==> src/rtl/alu_exec_stage.sv <==
// ALU execute stage: computes AND/OR/ADD/SUB/SLT with flags and hands results
// downstream through a two-entry skid buffer (output register + skid register),
// giving 1 op/cycle with a fully registered in_ready.
module alu_exec_stage #(
  parameter int unsigned WIDTH = 32
) (
  input  logic             clk,
  input  logic             rst,
  input  logic             in_valid,
  output logic             in_ready,
  input  logic [2:0]       alu_ctrl,
  input  logic [WIDTH-1:0] op_a,
  input  logic [WIDTH-1:0] op_b,
  output logic             out_valid,
  input  logic             out_ready,
  output logic [WIDTH-1:0] result,
  output logic             zero,
  output logic             overflow,
  output logic             illegal
);

  localparam logic [2:0] CTRL_AND = 3'b000;
  localparam logic [2:0] CTRL_OR  = 3'b001;
  localparam logic [2:0] CTRL_ADD = 3'b010;
  localparam logic [2:0] CTRL_SUB = 3'b110;
  localparam logic [2:0] CTRL_SLT = 3'b111;

  typedef struct packed {
    logic [WIDTH-1:0] result;
    logic             zero;
    logic             overflow;
    logic             illegal;
  } entry_t;

  entry_t           new_entry;
  entry_t           o_q, o_d, s_q, s_d;
  logic             o_valid_q, o_valid_d;
  logic             s_valid_q, s_valid_d;
  logic             in_ready_q, in_ready_d;
  logic [WIDTH-1:0] sum, diff, res;
  logic             add_ovf, sub_ovf, slt_lt;
  logic             push, pop;

  // Datapath: result and flags for the operation currently presented
  always_comb begin
    sum     = op_a + op_b;
    diff    = op_a - op_b;
    add_ovf = (op_a[WIDTH-1] == op_b[WIDTH-1]) && (sum[WIDTH-1] != op_a[WIDTH-1]);
    sub_ovf = (op_a[WIDTH-1] != op_b[WIDTH-1]) && (diff[WIDTH-1] != op_a[WIDTH-1]);
    // Signed less-than: subtract sign corrected by subtract overflow
    slt_lt  = diff[WIDTH-1] ^ sub_ovf;
    res                = '0;
    new_entry.overflow = 1'b0;
    new_entry.illegal  = 1'b0;
    case (alu_ctrl)
      CTRL_AND: res = op_a & op_b;
      CTRL_OR:  res = op_a | op_b;
      CTRL_ADD: begin
        res                = sum;
        new_entry.overflow = add_ovf;
      end
      CTRL_SUB: begin
        res                = diff;
        new_entry.overflow = sub_ovf;
      end
      CTRL_SLT: res = {{(WIDTH-1){1'b0}}, slt_lt};
      default:  new_entry.illegal = 1'b1;
    endcase
    new_entry.result = res;
    new_entry.zero   = (res == '0);
  end

  assign push = in_valid && in_ready_q;
  assign pop  = o_valid_q && out_ready;

  // Next state of the output/skid registers; first matching rule wins
  always_comb begin
    o_d       = o_q;
    s_d       = s_q;
    o_valid_d = o_valid_q;
    s_valid_d = s_valid_q;
    if (s_valid_q && pop) begin
      o_d       = s_q;
      s_valid_d = 1'b0;
    end else if (!s_valid_q && push && (!o_valid_q || pop)) begin
      o_d       = new_entry;
      o_valid_d = 1'b1;
    end else if (!s_valid_q && push) begin
      s_d       = new_entry;
      s_valid_d = 1'b1;
    end else if (!s_valid_q && pop) begin
      o_valid_d = 1'b0;
    end
    in_ready_d = !s_valid_d;
  end

  // State registers with synchronous reset; reset drops any buffered entries
  always_ff @(posedge clk) begin
    if (rst) begin
      o_q        <= '0;
      s_q        <= '0;
      o_valid_q  <= 1'b0;
      s_valid_q  <= 1'b0;
      in_ready_q <= 1'b0;
    end else begin
      o_q        <= o_d;
      s_q        <= s_d;
      o_valid_q  <= o_valid_d;
      s_valid_q  <= s_valid_d;
      in_ready_q <= in_ready_d;
    end
  end

  assign in_ready  = in_ready_q;
  assign out_valid = o_valid_q;
  assign result    = o_q.result;
  assign zero      = o_q.zero;
  assign overflow  = o_q.overflow;
  assign illegal   = o_q.illegal;

endmodule

==> config.mk <==
export PLATFORM = sky130hd
export DESIGN_NAME = alu_exec_stage
export DESIGN_NICKNAME = d
export VERILOG_FILES = /design/src/rtl/alu_exec_stage.sv
export SDC_FILE = /design/constraint.sdc
export NUM_CORES = 1
export LEC_CHECK = 0
export CAP_MARGIN = 40
export CORE_MARGIN = 5
export CORE_UTILIZATION = 52
export CTS_CLUSTER_SIZE = 16
export DETAILED_ROUTE_END_ITERATION = 8
export PLACE_DENSITY = 0.87
export SYNTH_ARGS = -nofsm -noshare
export SYNTH_HDL_FRONTEND = slang
export SYNTH_SLANG_ARGS = --single-unit
==> constraint.sdc <==
create_clock -name clk -period 4.6 [get_ports clk]
set_input_delay 0.92 -clock clk [delete_from_list [all_inputs] [get_ports clk]]
set_output_delay 0.92 -clock clk [all_outputs]
set_load 0.02 [all_outputs]
==> impl_results.md <==
- Run status: finished clean
- Latest clock arrival within the worst-skew pair: 340 ps
- Routability cong.: 0.985
- Worst-Margin Slew: 736 ps
- Pleak: 5.15 nW
- Clock root buffer: clkbuf_16
- Fin. max-slew vios: 0
- Via count: 9911
- Worst Hold Depth: 2
- Final setup viols: 0
- Wirelength, routed: 31.5 mm
- Main area contributors after synthesis: dfxtp_1, ha_1, nor2_1
- Die area: 18300 µm²
- Reg2Reg Depth: 5
- Final worst path period share: 99.5%
- Final hold vios: 0
- Crit path time final: 4580 ps
- Hold path start: illegal
- Cell row count: 45
- PwrDens: 231 nW/µm²
- Area occupied by registers: 1460 µm²
- Cell with the most instances after synthesis: nor2_1
- Worst Hold Path EP: illegal
- DRC Markers: 0
- Reg clk slew, reported paths: 50 ps
- Overall Power: 2.67 mW
- Arrival @ worst endpoint: 4840 ps
- Hpwl dp: 23.5 mm
- First-pass GRT wire length: 47.5 mm
- Worst Setup Start Kind: input pin
- Max Cap Violations: 0
- Clock Skews: 5.30 ps
- CP Max Fanout: 2
- Global Route met3 Usage: 4.72%
- Post-synthesis cell area: 8160 µm²
- Clock power share: 27.7%
- Fmax: 219 MHz
- CP endpoint kind: flop
- Sequential power share: 25.5%
- Largest net degree at the start of global routing: 74
- Initial core utilization: 53.3%
- Combinational power share: 46.8%
- Multi-input gate area: 6410 µm²
- Yosys warnings: 0
- N_diodes: 0
- Vias in the first global route: 9551
- Post-CTS Hold Fix Bufs: 0
- Switching Share: 36.5%
- Net Count, Synth: 1344
- Library cells used by synthesis: 70
- Ys flop type: dfxtp_1
- Drt pass-1 iters: 6
- Top cell types by occurrence after synthesis: nor2_1, a21oi_1, inv_1
- CTS max path bufs: 2
- Setup Crit Path Kind: input pin to flop
- Aggregate global routing overflow: 0
- H-Tree Depth: 3
- Routed Antenna Nets: 0
- Die X: 135 µm
- Post-synthesis register bit count: 73
- Leading area contributor after synthesis: dfxtp_1
- # fillers: 1131
- Slew headroom: 50.8%
- Total CTS buffers: 9
- GR peak layer: met2
- Core Region: 15300 µm²
- Reg2reg end: s_q[17]
- Final nets: 1597
- Synth top area share: 17.9%
- Post-synth EDFFs: 0
- M1 GR Usage: 39.6%
- Reg-to-reg slack, setup: 2650 ps
- RSZ-0062 raised after global routing: true
- Mapped Cells: 1166
- WL/cell: 19.3 µm
- DRT iter0 DRCs: 1142
- Min-delay worst type: flop to flop
- Sequential area share after synthesis: 17.9%
- Chip Height: 135 µm
- Sw power: 0.973 mW
- GR Util All Layers: 32.1%
- CTS Sinks: 73
- Initial antenna violation count: 0
- Sum of negative setup slack: 0 ps
- GRT met2 Usage: 54.9%
- Async S/R FF share, synth: 0%
- R2R Path Start: out_valid
- Layout cells sized above 1: 22.7%
- CTS tree: built
- Cell-internal power: 1.69 mW
- PortBufs: 107
- Layout area overhead: 41.2%
- # IOs: 108
- Worst endpoint required time: 4870 ps
- Vias per cell: 6.07
- Syn Area/Cell: 7.00 µm²
- Peak supply drop: 216 µV
logic make-up (layout without fill, tap and decap cells):
kind of cell / Yosys count / in the layout / synth area share [%]
compound gates: 380 / 380 / 30.6
simple gates: 376 / 376 / 20.8
buf+inv: 184 / 441 / 8.76
fa+ha+maj: 107 / 107 / 16.7
flops: 73 / 73 / 17.9
xor+xnor: 27 / 27 / 2.90
mux: 19 / 19 / 2.33
per-stage QoR:
stage | cell area [µm²] | hold WS [ps] | cells | worst slack [ps] | util [%]
CTS | 11200 | 465 | 1629 | 1.57 | 73.0
finish | 11500 | 462 | 1634 | 24.0 | 75.2
global route | 11500 | 475 | 1634 | -128 | 75.2
detailed placement | 10700 | 452 | 1604 | -880 | 69.8
floorplan | 8170 | 437 | 1166 | 7.10 | -
global placement | 10600 | 438 | 1602 | -703 | 69.5
sequential cells by signal (all words and copies together) (netlist names):
register   cells
s_q           35
zero           1
s_valid_q      1
out_valid      1
in_ready       1
illegal        1
result        32
overflow       1
layout make-up:
class	count	share of cell area, %
flip-flops and latches	73	12.7
inverters	109	3.55
well taps	211	2.29
multi-input cells	909	55.7
repair buffers	317	23.1
clock inverters	3	0.565
clock buffers	12	2.14
per-layer routing:
metal	vias to the layer above	part of all wire, %
met4	0	5.1
met5	-	0
met3	120	8.2
li1	4638	-
met2	554	48
met1	4599	39
power groups by stage:
stage	Clock [mW]	Sequential (mW)	Combinational (mW)
5_1_grt	0.767	0.681	1.33
3_5_place_dp	0	0.691	1.13
4_1_cts	0.736	0.678	1.17
2_1_floorplan	0	0.715	0.596
6_report	0.739	0.678	1.25
3_3_place_gp	0	0.689	1.11
worst max-delay path, cell delays in order:
cell	delay [ps]
clkdlybuf4s50_1	490
inv_2	60
ha_4	220
inv_2	50
a21oi_1	80
o31a_1	270
a311o_1	400
a21oi_2	210
o21ai_2	120
a21oi_2	120
nor2_1	50
o21bai_1	170
a21oi_2	90
fa_2	390
a31oi_4	180
a21oi_2	90
nor4_2	210
nand4_1	180
nor4b_2	250
nand4_1	150
o21ai_1	150
worst max path at each step:
| stage | depth (start not counted) | from | endpoint | slack [ps] |
|---|---|---|---|---|
| after global routing | 21 | op_a[13] | s_q[2] | -130 |
| final | 21 | op_b[20] | s_q[2] | 20 |
| after detailed placement | 20 | op_a[18] | zero | -880 |
| after global placement | 20 | op_a[18] | zero | -700 |
| after CTS | 20 | op_a[5] | result[31] | 2 |
| after floorplan | 20 | op_a[17] | zero | 7 |
cells in the final DEF, fill, tap and decap left out, types with 11 or more instances in the layout:
cell,count
buf_4,208
nor2_1,174
a21oi_1,122
inv_1,85
ha_1,83
clkdlybuf4s50_1,77
nand2_1,73
dfxtp_1,73
a211oi_1,64
o21ai_0,46
nor3_1,25
inv_2,24
xnor2_1,20
mux2i_1,19
ha_4,19
nand3_1,18
o211ai_1,15
nand4_1,14
dlymetal6s2s_1,14
a21oi_2,11
repair_timing:
action | CTS | global route
pin swaps | 24 | 11
setup endpoints to repair | 6 | 8
buffers inserted | 10 | 5
resized for setup | 45 | 83
(Power assumes the default switching activity.)
